--- config.mk ---
export PLATFORM = sky130hd
export DESIGN_NAME = regfile_issue_scheduler
export DESIGN_NICKNAME = d
export VERILOG_FILES = /design/src/rtl/regfile_issue_scheduler_pkg.sv /design/src/rtl/regfile_issue_scheduler_arb.sv /design/src/rtl/regfile_issue_scheduler.sv
export SDC_FILE = /design/constraint.sdc
export NUM_CORES = 1
export LEC_CHECK = 0
export CORE_MARGIN = 2
export CORE_UTILIZATION = 40
export DETAILED_ROUTE_END_ITERATION = 12
export PLACE_DENSITY = 0.88
export SLEW_MARGIN = 15
export SYNTH_ARGS = -nofsm -noshare
export SYNTH_HDL_FRONTEND = slang
export SYNTH_SLANG_ARGS = --single-unit
--- constraint.sdc ---
create_clock -name i_clk -period 1.97 [get_ports i_clk]
set_clock_uncertainty 0.2 [all_clocks]
set_input_delay 0.197 -clock i_clk [delete_from_list [all_inputs] [get_ports i_clk]]
set_output_delay 0.197 -clock i_clk [all_outputs]
set_load 0.005 [all_outputs]
--- src/rtl/regfile_issue_scheduler_pkg.sv ---
// Shared definitions for the register-file issue scheduler: producer IDs,
// default widths, the issue-slot bundle and the round-robin wrap helper.
package regfile_issue_scheduler_pkg;

  localparam int AW_DEF = 3;
  localparam int DW_DEF = 32;
  localparam int NREQ   = 3;

  typedef logic [1:0] req_id_t;

  localparam req_id_t REQ_ALU0 = 2'd0;
  localparam req_id_t REQ_ALU1 = 2'd1;
  localparam req_id_t REQ_MEM  = 2'd2;

  typedef struct packed {
    logic                  valid;
    logic [3*AW_DEF-1:0]   src;
    logic [2:0]            srcv;
    logic                  wr;
    logic [AW_DEF-1:0]     dst;
  } iss_slot_t;

  function automatic req_id_t req_next(input req_id_t id);
    return (id == REQ_MEM) ? REQ_ALU0 : req_id_t'(id + 2'd1);
  endfunction

endpackage

--- src/rtl/regfile_issue_scheduler_arb.sv ---
// Three-requester, two-grant round-robin arbiter feeding the two
// register-file write ports; owns the rotating priority pointer.
module wb_rr_arbiter2
  import regfile_issue_scheduler_pkg::*;
(
  input  logic            i_clk,
  input  logic            i_reset,
  input  logic [NREQ-1:0] i_req,
  output logic [NREQ-1:0] o_ack,
  output logic            o_p1_vld,
  output req_id_t         o_p1_sel,
  output logic            o_p2_vld,
  output req_id_t         o_p2_sel
);

  req_id_t r_ptr;
  req_id_t w_ptr_nxt;
  req_id_t w_idx;
  req_id_t w_last;

  always_comb begin
    o_ack    = '0;
    o_p1_vld = 1'b0;
    o_p1_sel = REQ_ALU0;
    o_p2_vld = 1'b0;
    o_p2_sel = REQ_ALU0;
    w_idx    = r_ptr;
    w_last   = r_ptr;
    for (int k = 0; k < NREQ; k++) begin
      if (i_req[w_idx]) begin
        if (!o_p1_vld) begin
          o_p1_vld     = 1'b1;
          o_p1_sel     = w_idx;
          o_ack[w_idx] = 1'b1;
          w_last       = w_idx;
        end else if (!o_p2_vld) begin
          o_p2_vld     = 1'b1;
          o_p2_sel     = w_idx;
          o_ack[w_idx] = 1'b1;
          w_last       = w_idx;
        end
      end
      w_idx = req_next(w_idx);
    end
    // pointer moves just past the last winner so the loser goes first next time
    w_ptr_nxt = (o_ack != '0) ? req_next(w_last) : r_ptr;
  end

  always_ff @(posedge i_clk) begin
    if (i_reset) r_ptr <= REQ_ALU0;
    else         r_ptr <= w_ptr_nxt;
  end

endmodule

--- src/rtl/regfile_issue_scheduler.sv ---
// Busy-bit scoreboard for dual in-order issue plus registered write-port
// scheduling of ALU0/ALU1/MEM results onto the 8x32 register file.
module regfile_issue_scheduler
  import regfile_issue_scheduler_pkg::*;
#(
  parameter int DW = DW_DEF,
  parameter int AW = AW_DEF
) (
  input  logic                 i_clk,
  input  logic                 i_reset,
  input  logic                 i_iss0_valid,
  input  logic [3*AW-1:0]      i_iss0_src,
  input  logic [2:0]           i_iss0_srcv,
  input  logic                 i_iss0_wr,
  input  logic [AW-1:0]        i_iss0_dst,
  input  logic                 i_iss1_valid,
  input  logic [3*AW-1:0]      i_iss1_src,
  input  logic [2:0]           i_iss1_srcv,
  input  logic                 i_iss1_wr,
  input  logic [AW-1:0]        i_iss1_dst,
  output logic                 o_iss0_grant,
  output logic                 o_iss1_grant,
  input  logic [NREQ-1:0]      i_wb_req,
  input  logic [NREQ*AW-1:0]   i_wb_dst,
  input  logic [NREQ*DW-1:0]   i_wb_data,
  output logic [NREQ-1:0]      o_wb_ack,
  output logic                 o_regWrite1,
  output logic                 o_regWrite2,
  output logic [AW-1:0]        o_destReg1,
  output logic [AW-1:0]        o_destReg2,
  output logic [DW-1:0]        o_writeData1,
  output logic [DW-1:0]        o_writeData2,
  output logic [(2**AW)-1:0]   o_busy,
  output logic                 o_wb_err
);

  localparam int NREG = 2**AW;

  iss_slot_t        w_s0, w_s1;
  logic             w_hz0, w_hz1, w_pair;
  logic [NREG-1:0]  r_busy, w_busy_nxt;
  logic             r_reg_write1, r_reg_write2, r_wb_err, w_err_evt;
  logic [AW-1:0]    r_dest1, r_dest2;
  logic [DW-1:0]    r_data1, r_data2;
  logic             w_p1_vld, w_p2_vld;
  req_id_t          w_p1_sel, w_p2_sel;
  logic [AW-1:0]    w_dst [NREQ];
  logic [DW-1:0]    w_dat [NREQ];

  assign w_s0 = '{valid: i_iss0_valid, src: i_iss0_src, srcv: i_iss0_srcv,
                  wr: i_iss0_wr, dst: i_iss0_dst};
  assign w_s1 = '{valid: i_iss1_valid, src: i_iss1_src, srcv: i_iss1_srcv,
                  wr: i_iss1_wr, dst: i_iss1_dst};

  always_comb begin
    w_hz0  = w_s0.wr & r_busy[w_s0.dst];
    w_hz1  = w_s1.wr & r_busy[w_s1.dst];
    w_pair = w_s0.wr & w_s1.wr & (w_s1.dst == w_s0.dst);
    for (int i = 0; i < 3; i++) begin
      w_hz0  = w_hz0 | (w_s0.srcv[i] & r_busy[w_s0.src[i*AW +: AW]]);
      w_hz1  = w_hz1 | (w_s1.srcv[i] & r_busy[w_s1.src[i*AW +: AW]]);
      w_pair = w_pair | (w_s0.wr & w_s1.srcv[i] & (w_s1.src[i*AW +: AW] == w_s0.dst));
    end
  end

  // slot 1 may only issue alongside slot 0, never past it
  assign o_iss0_grant = w_s0.valid & ~w_hz0;
  assign o_iss1_grant = o_iss0_grant & w_s1.valid & ~w_hz1 & ~w_pair;

  for (genvar g = 0; g < NREQ; g++) begin : g_wb_split
    assign w_dst[g] = i_wb_dst[g*AW +: AW];
    assign w_dat[g] = i_wb_data[g*DW +: DW];
  end

  wb_rr_arbiter2 u_arb (
    .i_clk    (i_clk),
    .i_reset  (i_reset),
    .i_req    (i_wb_req),
    .o_ack    (o_wb_ack),
    .o_p1_vld (w_p1_vld),
    .o_p1_sel (w_p1_sel),
    .o_p2_vld (w_p2_vld),
    .o_p2_sel (w_p2_sel)
  );

  // clears first, then sets, so a same-edge set on the same index wins
  always_comb begin
    w_busy_nxt = r_busy;
    if (r_reg_write1) w_busy_nxt[r_dest1] = 1'b0;
    if (r_reg_write2) w_busy_nxt[r_dest2] = 1'b0;
    if (o_iss0_grant & w_s0.wr) w_busy_nxt[w_s0.dst] = 1'b1;
    if (o_iss1_grant & w_s1.wr) w_busy_nxt[w_s1.dst] = 1'b1;
  end

  assign w_err_evt = (r_reg_write1 & ~r_busy[r_dest1])
                   | (r_reg_write2 & ~r_busy[r_dest2])
                   | (r_reg_write1 & r_reg_write2 & (r_dest1 == r_dest2));

  always_ff @(posedge i_clk) begin
    if (i_reset) begin
      r_busy       <= '0;
      r_reg_write1 <= 1'b0;
      r_reg_write2 <= 1'b0;
      r_dest1      <= '0;
      r_dest2      <= '0;
      r_data1      <= '0;
      r_data2      <= '0;
      r_wb_err     <= 1'b0;
    end else begin
      r_busy       <= w_busy_nxt;
      r_reg_write1 <= w_p1_vld;
      r_reg_write2 <= w_p2_vld;
      if (w_p1_vld) begin
        r_dest1 <= w_dst[w_p1_sel];
        r_data1 <= w_dat[w_p1_sel];
      end
      if (w_p2_vld) begin
        r_dest2 <= w_dst[w_p2_sel];
        r_data2 <= w_dat[w_p2_sel];
      end
      if (w_err_evt) r_wb_err <= 1'b1;
    end
  end

  assign o_regWrite1  = r_reg_write1;
  assign o_regWrite2  = r_reg_write2;
  assign o_destReg1   = r_dest1;
  assign o_destReg2   = r_dest2;
  assign o_writeData1 = r_data1;
  assign o_writeData2 = r_data2;
  assign o_busy       = r_busy;
  assign o_wb_err     = r_wb_err;

endmodule
# Word-level counts from Yosys, hierarchy flattened
# Index checks and enable logic that the tools add are counted.
[word_totals]
mem_count = 0
rom_bits = 0
output_inout_bits = 86
reg_bits = 83
word_cells = 187
inputBits = 144
ramBits = 0
latch_bits = 0
[op_classes]
muxes = 85
shifts = 0
n_mul = 0
order_cmp = 22
bitwise = 52
div_mod_pow = 0
reduce_logical = 8
addsub = 3
n_eq_ne = 8
[ops]
columns = ["cell", "count"]
rows = [
  ["binary-select mux 32 bit (select 2 bit)", 2],
  ["2-to-1 mux 32 bit", 4],
  ["< comparator 3 x 4 -> 1 bit, second input constant", 10],
  ["2-to-1 mux 2 bit", 17],
  ["2-to-1 mux 8 bit", 4],
  ["binary-select mux 1 bit (select 3 bit)", 10],
  ["2-to-1 mux 1 bit", 27],
  ["2-to-1 mux 3 bit", 9],
  ["AND 1 bit", 26],
  ["AND 8 bit", 2],
  ["inverter 8 bit", 2],
  ["OR 8 bit", 2],
  ["== test 3 bit", 5],
  ["binary-select mux 3 bit (select 2 bit)", 2],
  ["demux 1 bit (select 3 bit)", 4],
  ["greater-or-equal comparator 3 x 1 -> 1 bit, second input constant", 4],
  ["OR 1 bit", 11],
  ["< comparator 2 x 3 -> 1 bit, second input constant", 3],
  ["logical AND 1 bit", 7],
  ["adder 2 x 1 -> 2 bit, second input constant", 3],
  ["binary-select mux 1 bit (select 2 bit)", 3],
  ["demux 1 bit (select 2 bit)", 3],
  ["== test 2 bit, second input constant", 3],
  ["greater-or-equal comparator 2 x 1 -> 1 bit, second input constant", 3],
  ["5 further kinds", 12],
]

# Logic depth before layout (Yosys ltp)
# Gate-level depths: netlist (run 1).
[depth]
depth_word = 13
ltp_mapped = 9
depth_no_buf = 6

# Cells and area by module
# From an unflattened synthesis (run 1), not the netlist that was laid out.
[hier_totals]
hier_cells = 727
area_unflattened_um2 = 5771.8
[modules_own_cells]
columns = ["mod", "cells_per_inst", "n_inst", "seq_area_each_um2", "area_per_inst_um2"]
rows = [
  ["regfile_issue_scheduler", 683, 1, 1621.6, 5452.7],
  ["wb_rr_arbiter2", 44, 1, 40.0, 319.1],
]

# Least setup slack after synthesis (run 1)
# OpenSTA, ideal clock, no wires.
[synth_path]
kind = "reg2reg"
start = "register r_busy[5] (netlist: o_busy[5])"
end = "register r_busy[5] (netlist: o_busy[5])"
path_stages_with_launch = 9
slack_ps = -138
setup_ps = 101
required_ps = 1669
period_less_slack_ps = 2108
arrival_ps = 1807
path_buffers = 2
path_cell_list = "dfxtp_1 > buf_2 > mux4_2 > nand2b_4 > o211ai_2 > o2111a_2 > buf_6 > nand4_4 > o41ai_1"
[synth_via]
elab_chain_cells = 13
elab_cells_between_ends = 46
classes_between = "mux: 20; bitwise: 26"
[synth_lines]
columns = ["element", "line_no", "source"]
rows = [
  ["from (decl)", "regfile_issue_scheduler.sv:41", "logic [NREG-1:0] r_busy, w_busy_nxt;"],
  ["from (signal assigned)", "regfile_issue_scheduler.sv:110", "r_busy <= w_busy_nxt;"],
  ["binary-select mux 1 bit (select 3 bit) (on tied branches)", "regfile_issue_scheduler.sv:56, regfile_issue_scheduler.sv:60", ""],
  ["2-to-1 mux 1 bit (on tied branches)", "regfile_issue_scheduler.sv:56, regfile_issue_scheduler.sv:60", ""],
  ["AND 1 bit (on tied branches)", "regfile_issue_scheduler.sv:56, regfile_issue_scheduler.sv:60", ""],
  ["OR 1 bit (3 in series)", "regfile_issue_scheduler.sv:60", "w_hz0 = w_hz0 | (w_s0.srcv[i] & r_busy[w_s0.src[i*AW +: AW]]);"],
  ["inverter 1 bit", "regfile_issue_scheduler.sv:67", "assign o_iss0_grant = w_s0.valid & ~w_hz0;"],
  ["AND 1 bit", "regfile_issue_scheduler.sv:67", ""],
  ["AND 1 bit (3 in series)", "regfile_issue_scheduler.sv:68", "assign o_iss1_grant = o_iss0_grant & w_s1.valid & ~w_hz1 & ~w_pair;"],
  ["AND 1 bit", "regfile_issue_scheduler.sv:92", "if (o_iss1_grant & w_s1.wr) w_busy_nxt[w_s1.dst] = 1'b1;"],
  ["2-to-1 mux 8 bit *", "regfile_issue_scheduler.sv:92", ""],
]
# Mark *: on every way between the ends. The rest lies on a longest branch, timed or not. The select of a mux whose other input is x is not followed.
# A chain may end at the register's enable or synchronous reset.

# Worst setup path after layout (run 1)
[layout_path]
start = "register r_busy[7] (netlist: o_busy[7])"
end = "output o_iss1_grant"
[layout_via]
elab_chain_cells = 11
elab_cells_between_ends = 36
classes_between = "mux: 16; bitwise: 20"
[layout_lines]
columns = ["element", "line_no", "source"]
rows = [
  ["binary-select mux 1 bit (select 3 bit) (on tied branches)", "regfile_issue_scheduler.sv:56, regfile_issue_scheduler.sv:60", ""],
  ["2-to-1 mux 1 bit (on tied branches)", "regfile_issue_scheduler.sv:56, regfile_issue_scheduler.sv:60", ""],
  ["AND 1 bit (on tied branches)", "regfile_issue_scheduler.sv:56, regfile_issue_scheduler.sv:60", ""],
  ["OR 1 bit (3 in series)", "regfile_issue_scheduler.sv:60", ""],
  ["inverter 1 bit", "regfile_issue_scheduler.sv:67", ""],
  ["AND 1 bit", "regfile_issue_scheduler.sv:67", ""],
  ["AND 1 bit", "regfile_issue_scheduler.sv:68", ""],
  ["AND 1 bit * (2 in series)", "regfile_issue_scheduler.sv:68", ""],
  ["to (decl)", "regfile_issue_scheduler.sv:22", "output logic o_iss1_grant,"],
]
# Marks and branches as above.

==> impl_metrics.tcl, run 1 <==
set metrics [dict create \
    dieWidth_microns 124.0 \
    final-setup-viol-count 10 \
    status "finished with violations" \
    rows 43 \
    cap_violations 0 \
    relSlewSlack_pct 69.14 \
    synth_edf_count 0 \
    async_reset_ff_share_pct 0 \
    pre_cts_ws_ns -0.9023 \
    synth_commonest_cells "nand2_1 (90), nor2_1 (87), dfxtp_1 (83), mux2i_1 (79), a21oi_1 (76)" \
    initial_core_util_pct 41.18 \
    clock_latency_ns 0.34 \
    hold_viol 0 \
    synth_top_area_share_pct 28.84 \
    htreeDepth 3 \
    cts_buffer_depth 2 \
    path_clk_slew_ns 0.06 \
    regToRegStartpoint "o_busy[7]" \
    syn-cell-area_sq_um 5761 \
    syn_nets 839 \
    nets 1129 \
    drtAntennaViolNets 0 \
    dr.pass1.iters 6 \
    yosysMostFrequentCell "nand2_1" \
    ios 230 \
    slowest_delay_ns 0.47 \
    path_common_cell "buf_6" \
    violations "setup timing" \
    grt_usage_pct 27.26 \
    die_h_microns 124.0 \
    min_from "i_reset" \
    yosysUniqueCellTypes 56 \
    cts_sinks 83 \
    grt_pass1_vias 6481 \
    synth-warning-count 0 \
    vias_per_cell 5.774 \
    p_per_area_nw_per_um2 574.1 \
    startpoint_type "register" \
    min_to "o_busy[1]" \
    worst-setup-path-type "register to output pin" \
    crit_slowest_cell "mux4_2" \
    drc_errors 0 \
    finalPower_mw 5.599 \
    hp-class "input port to register" \
    antenna_found_initial 0 \
    rsz0062_at_grt "true" \
    gp_congestion 0.9063 \
    worstMarginPinSlew_ns 0.4628 \
    grt_max_degree 82 \
    min_path_cells 4 \
    worstReg2RegEnd "o_busy[7]" \
    seq_area_frac_synth_pct 28.84 \
    drtIter0Drc 489 \
    drive_gt1_share_pct 22.42 \
    numPortBuffers 229 \
    p_leak_nw 4.130 \
    critical_path.endpoint_type "output pin" \
    vdd_drop_max_mv 0.5444 \
    fin_util_pct 69.72 \
    min_period_ns 2.522 \
    slew_viol_final 0 \
    area_growth_pct 69.31 \
    syn_area_per_cell_sq_um 8.289 \
    tritoncts "yes" \
    max_freq_mhz 396.5 \
    syn_inst 695 \
    path_max_fanout 5 \
    path_cells "mux4_2 > nand2b_4 > o2111ai_2 > o2111a_2 > buf_6 > nand4_4 > nor2_4 > buf_6" \
    vias 6755 \
    grt_pass1_wl_mm 32.66 \
    drt-total-wl_mm 22.77 \
    synth.area.top_cells "dfxtp_1 (29%), mux2i_1 (14%), a211o_1 (11%)" \
    antenna-diode-count 0 \
    rrSetupSlack_ns -0.54 \
    worstPathArrival_ns 2.12 \
    finalCritPeriodShare_pct 128.0 \
    cts_hold_buf 0 \
    synth-seq-cells 83 \
    die_area_sq_um 15380 \
    numCtsBuffers 9 \
    design.core.area_sq_um 13990 \
    grt_overflow 0 \
    synth_top_flop_cell "dfxtp_1" \
    dp_hpwl_mm 14.76 \
    synth_top_area_cell "dfxtp_1" \
    avgRoutedWirePerCell_microns 19.46 \
    worst_slack_ns -0.5520 \
    root_buffer "clkbuf_16" \
    worstPathRequired_ns 1.57 \
    worstRegToRegCells 9 \
]
## critical path: cells and delay by family (launching register included)
kind | cells | cell delay (ns)
buf+inv | 2 | 0.22
compound gates | 2 | 0.33
flops | 1 | 0.37
simple gates | 3 | 0.40
mux | 1 | 0.47
## per-stage QoR
step	cells	area [sq um]	hold slack [ns]	TNS (ns)
global route	1170	9753	0.1675	-5.609
global placement	1131	8847	0.2372	-32.26
finish	1170	9753	0.1453	-4.388
floorplan	695	5786	0.09900	-0.5670
detailed placement	1131	8847	0.2443	-35.84
CTS	1160	9380	0.08623	-2.747
## power by group
| group | internal [mW] | total (mW) | leakage [nW] | switching (mW) |
|---|---|---|---|---|
| combinational | 1.18 | 2.03 | 3.31 | 0.855 |
| sequential | 1.83 | 1.94 | 0.693 | 0.113 |
| clock | 0.894 | 1.63 | 0.132 | 0.733 |
## flip-flops by register name, summed over array words and instances, names as in the netlist
name	flops
o_regWrite1	1
o_regWrite2	1
o_writeData1	32
o_destReg2	3
o_destReg1	3
o_wb_err	1
o_writeData2	32
o_busy	8
u_arb.r_ptr	2
## cell usage in the layout, fill, tap and decap left out, types with 9 or more instances in the layout
cell	count
a21oi_2	23
dfxtp_1	72
mux4_2	9
mux2i_1	78
clkbuf_16	13
buf_6	12
nor2_1	85
a211o_1	70
a21oi_1	53
nand2_1	86
buf_12	16
buf_4	84
clkdlybuf4s50_1	218
xnor2_1	14
## how the worst max path moves through the flow
stage          cells past startpoint     startpoint           end  slack (ns)
3_5_place_dp                       8  i_iss0_src[2]  o_iss1_grant       -0.90
5_1_grt                            8      o_busy[7]  o_iss1_grant       -0.63
2_1_floorplan                      8      o_busy[7]     o_busy[5]       -0.13
6_report                           8      o_busy[7]  o_iss1_grant       -0.55
3_3_place_gp                       8  i_iss0_src[2]  o_iss1_grant       -0.87
4_1_cts                            8      o_busy[7]  o_iss1_grant       -0.50
## layer usage
metal	track usage [%]	share of wire, %	vias to the layer above
met5	0	0	-
met4	13.20	3.8	0
met3	7.418	8.4	71
met2	45.40	48	360
met1	32.45	40	3199
li1	-	-	3125
## logic make-up after synthesis
family          count (synthesis)  share of synthesized area, %
flops                          83                         28.84
xor+xnor                       15                         2.281
compound gates                192                         23.35
simple gates                  232                         18.29
mux                            97                         20.42
fa+ha+maj                       1                        0.1738
buf+inv                        75                         6.646
## layout make-up
type | count | area (sq um)
clock inverters | 5 | 37.54
fillers | 1007 | 4235
multi-input cells | 537 | 4011
inverters | 6 | 22.52
flip-flops and latches | 83 | 1683
clock buffers | 11 | 242.7
well taps | 180 | 225.2
repair buffers | 348 | 3531
## timing repair
item                                    4_1_cts  5_1_grt
endpoints found under the setup margin       72       43
pin swaps                                    16       61
setup buffers                                13        5
gates resized for setup                      51       57
gates cloned                                  1        5
No activity file was read; power rests on OpenSTA's default activity.
==> run 2, diff against run 1 <==
--- a/config.mk
+++ b/config.mk
@@ -5,10 +5,12 @@
 export SDC_FILE = /design/constraint.sdc
 export NUM_CORES = 1
 export LEC_CHECK = 0
+export CELL_PAD_IN_SITES_DETAIL_PLACEMENT = 0
+export CELL_PAD_IN_SITES_GLOBAL_PLACEMENT = 1
 export CORE_MARGIN = 2
-export CORE_UTILIZATION = 40
+export CORE_UTILIZATION = 29
 export DETAILED_ROUTE_END_ITERATION = 12
-export PLACE_DENSITY = 0.88
+export PLACE_DENSITY = 0.89
 export SLEW_MARGIN = 15
 export SYNTH_ARGS = -nofsm -noshare
 export SYNTH_HDL_FRONTEND = slang
==> constraint.sdc (replaced) <==
create_clock -name i_clk -period 2.1 [get_ports i_clk]
set_clock_uncertainty 0.2 [all_clocks]
set_input_delay 0.21 -clock i_clk [delete_from_list [all_inputs] [get_ports i_clk]]
set_output_delay 0.21 -clock i_clk [all_outputs]
set_load 0.005 [all_outputs]
==> run 2 against run 1 <==
Net effect: the flow still finishes with violations (setup timing); utilization fell by 22 points; via count decreased by 5.7%; first-iteration DRC count down 43%; largest cell class unchanged; count of clock-buffer cells in the layout fell by 1; global-route usage is 8.2 points lower; sequential power down 7%; critical path depth decreased by 1; non-clock buffer count decreased by 20; wire length down 7.4%; hold slack improved by 0.029 ns; flip-flop and latch count unchanged.
==> impl_metrics.tcl, run 2 (synthesis results as in run 1) <==
set metrics [dict create \
    status "finished with violations" \
    ios 230 \
    dr.pass1.iters 5 \
    path_max_fanout 5 \
    hold_ws_ns 0.1743 \
    drtAntennaViolNets 0 \
    clock_latency_ns 0.33 \
    grt_pass1_wl_mm 32.73 \
    drive_gt1_share_pct 17.53 \
    drt-total-wl_mm 21.09 \
    worstMarginPinSlew_ns 0.4600 \
    max_freq_mhz 399.2 \
    path_cells "buf_6 > buf_6 > mux4_2 > a311oi_2 > nand2_1 > nor2_1 > buf_2" \
    vdd_drop_max_mv 0.3988 \
    rows 51 \
    htreeDepth 3 \
    vias 6370 \
    p_leak_nw 3.906 \
    tritoncts "yes" \
    slowest_delay_ns 0.47 \
    gp_congestion 0.9142 \
    critical_path.endpoint_type "output pin" \
    worstPathArrival_ns 2.09 \
    root_buffer "clkbuf_16" \
    critPathTopFamily "multiplexers" \
    final_cell_mix "clkdlybuf4s50_1 (221), nand2_1 (88), nor2_1 (87), buf_4 (84), mux2i_1 (79)" \
    dpl.cell_count 1212 \
    cp-endpoint "o_iss1_grant" \
    hold_viol 0 \
    worst-setup-path-type "register to output pin" \
    mostFrequentLayoutCell "clkdlybuf4s50_1" \
    grt_max_degree 59 \
    fill_cells 1869 \
    antenna_found_initial 0 \
    rrSetupSlack_ns -0.23 \
    fin_setup_tns_ns -1.847 \
    cts_buffer_depth 2 \
    regToRegStartpoint "o_busy[7]" \
    design.core.area_sq_um 19460 \
    p_per_area_nw_per_um2 553.1 \
    vias_per_cell 5.158 \
    violations "setup timing" \
    drc_errors 0 \
    crit_slowest_cell "mux4_2" \
    drtIter0Drc 281 \
    grt_overflow 0 \
    area_growth_pct 62.40 \
    path_clk_slew_ns 0.07 \
    avgRoutedWirePerCell_microns 17.08 \
    dp_hpwl_mm 15.24 \
    worst_slack_ns -0.4049 \
    initial_core_util_pct 29.60 \
    numPortBuffers 229 \
    path_common_cell "buf_6" \
    cap_violations 0 \
    die_area_sq_um 21010 \
    stdcell_count 1235 \
    slew_viol_final 0 \
    die_h_microns 144.9 \
    antenna-diode-count 0 \
    dieWidth_microns 144.9 \
    min_period_ns 2.505 \
    worstRegToRegCells 7 \
    worstPathRequired_ns 1.69 \
    numCtsBuffers 9 \
    hp-class "input port to register" \
    relSlewSlack_pct 69.34 \
    grt_usage_pct 19.02 \
    rsz0062_at_grt "true" \
    finalCritPeriodShare_pct 119.3 \
    startpoint_type "register" \
    grt_pass1_vias 6286 \
    cts_sinks 83 \
    timing.critical_path.from "o_busy[7]" \
    nets 1109 \
    final-setup-viol-count 9 \
    worstReg2RegEnd "o_busy[5]" \
    critical_path_cell_count 7 \
    crit_buf_inv 3 \
]
==> run 2: tightest hold or removal path: cells and delay by family <==
family	cells	cell delay [ns]
AOI/OAI and AO/OA	1	0.06
and+or+nand+nor	4	0.27
buffers and inverters	1	0.13
==> run 2: stage by stage <==
| step | total power [mW] | area (sq um) | utilization [%] | setup WS, ns |
|---|---|---|---|---|
| 3_5_place_dp | 3.482 | 8830 | 45.37 | -0.7969 |
| 6_report | 5.175 | 9355 | 48.07 | -0.4049 |
| 3_3_place_gp | 3.466 | 8830 | 45.37 | -0.7636 |
| 5_1_grt | 5.436 | 9355 | 48.07 | -0.4823 |
| 2_1_floorplan | 2.583 | 5761 | - | -0.008247 |
| 4_1_cts | 5.196 | 9278 | 47.67 | -0.3969 |
==> run 2: layer usage <==
layer  wire (microns)  share of wire, %  track usage, %
met5                0                 0               0
met4              516               2.4           6.683
met3             1428               6.8           4.780
met2             9863                47           31.29
met1             9281                44           24.19
==> run 2: power breakdown <==
group          internal [mW]  total [mW]  leakage (nW)  switching (mW)
clock network          0.937        1.67         0.137           0.730
registers               1.71        1.81         0.692          0.0988
logic                  0.995        1.70          3.08           0.704
total                   3.64        5.17          3.91            1.53
==> run 2: repair_timing <==
action	CTS	global route
cloned	0	2
setup endpoints to repair	46	79
hold buffers	0	0
pin swaps	14	9
setup buffers	7	1
gates resized for setup	44	14
==> run 2: how the worst min path moves through the flow <==
stage / startpoint / to / slack, ns / cells after the start
3_3_place_gp: o_writeData2[23] / o_writeData2[23] / 0.24 / 2
3_5_place_dp: o_writeData1[22] / o_writeData1[22] / 0.24 / 2
5_1_grt: i_reset / o_busy[3] / 0.19 / 6
4_1_cts: i_reset / o_busy[2] / 0.14 / 6
6_report: i_reset / o_busy[3] / 0.17 / 6
2_1_floorplan: i_iss1_dst[0] / o_busy[4] / 0.11 / 1
==> run 2: area by class of cell <==
class | instances | area (sq um) | area share [%]
clock buffer | 10 | 229.0 | 2.448
clock inverter | 6 | 72.57 | 0.7757
timing repair buffer | 328 | 3177 | 33.96
tap | 265 | 331.6 | 3.544
inverter | 6 | 22.52 | 0.2407
multi-input combinational | 537 | 3844 | 41.09
sequential | 83 | 1679 | 17.95
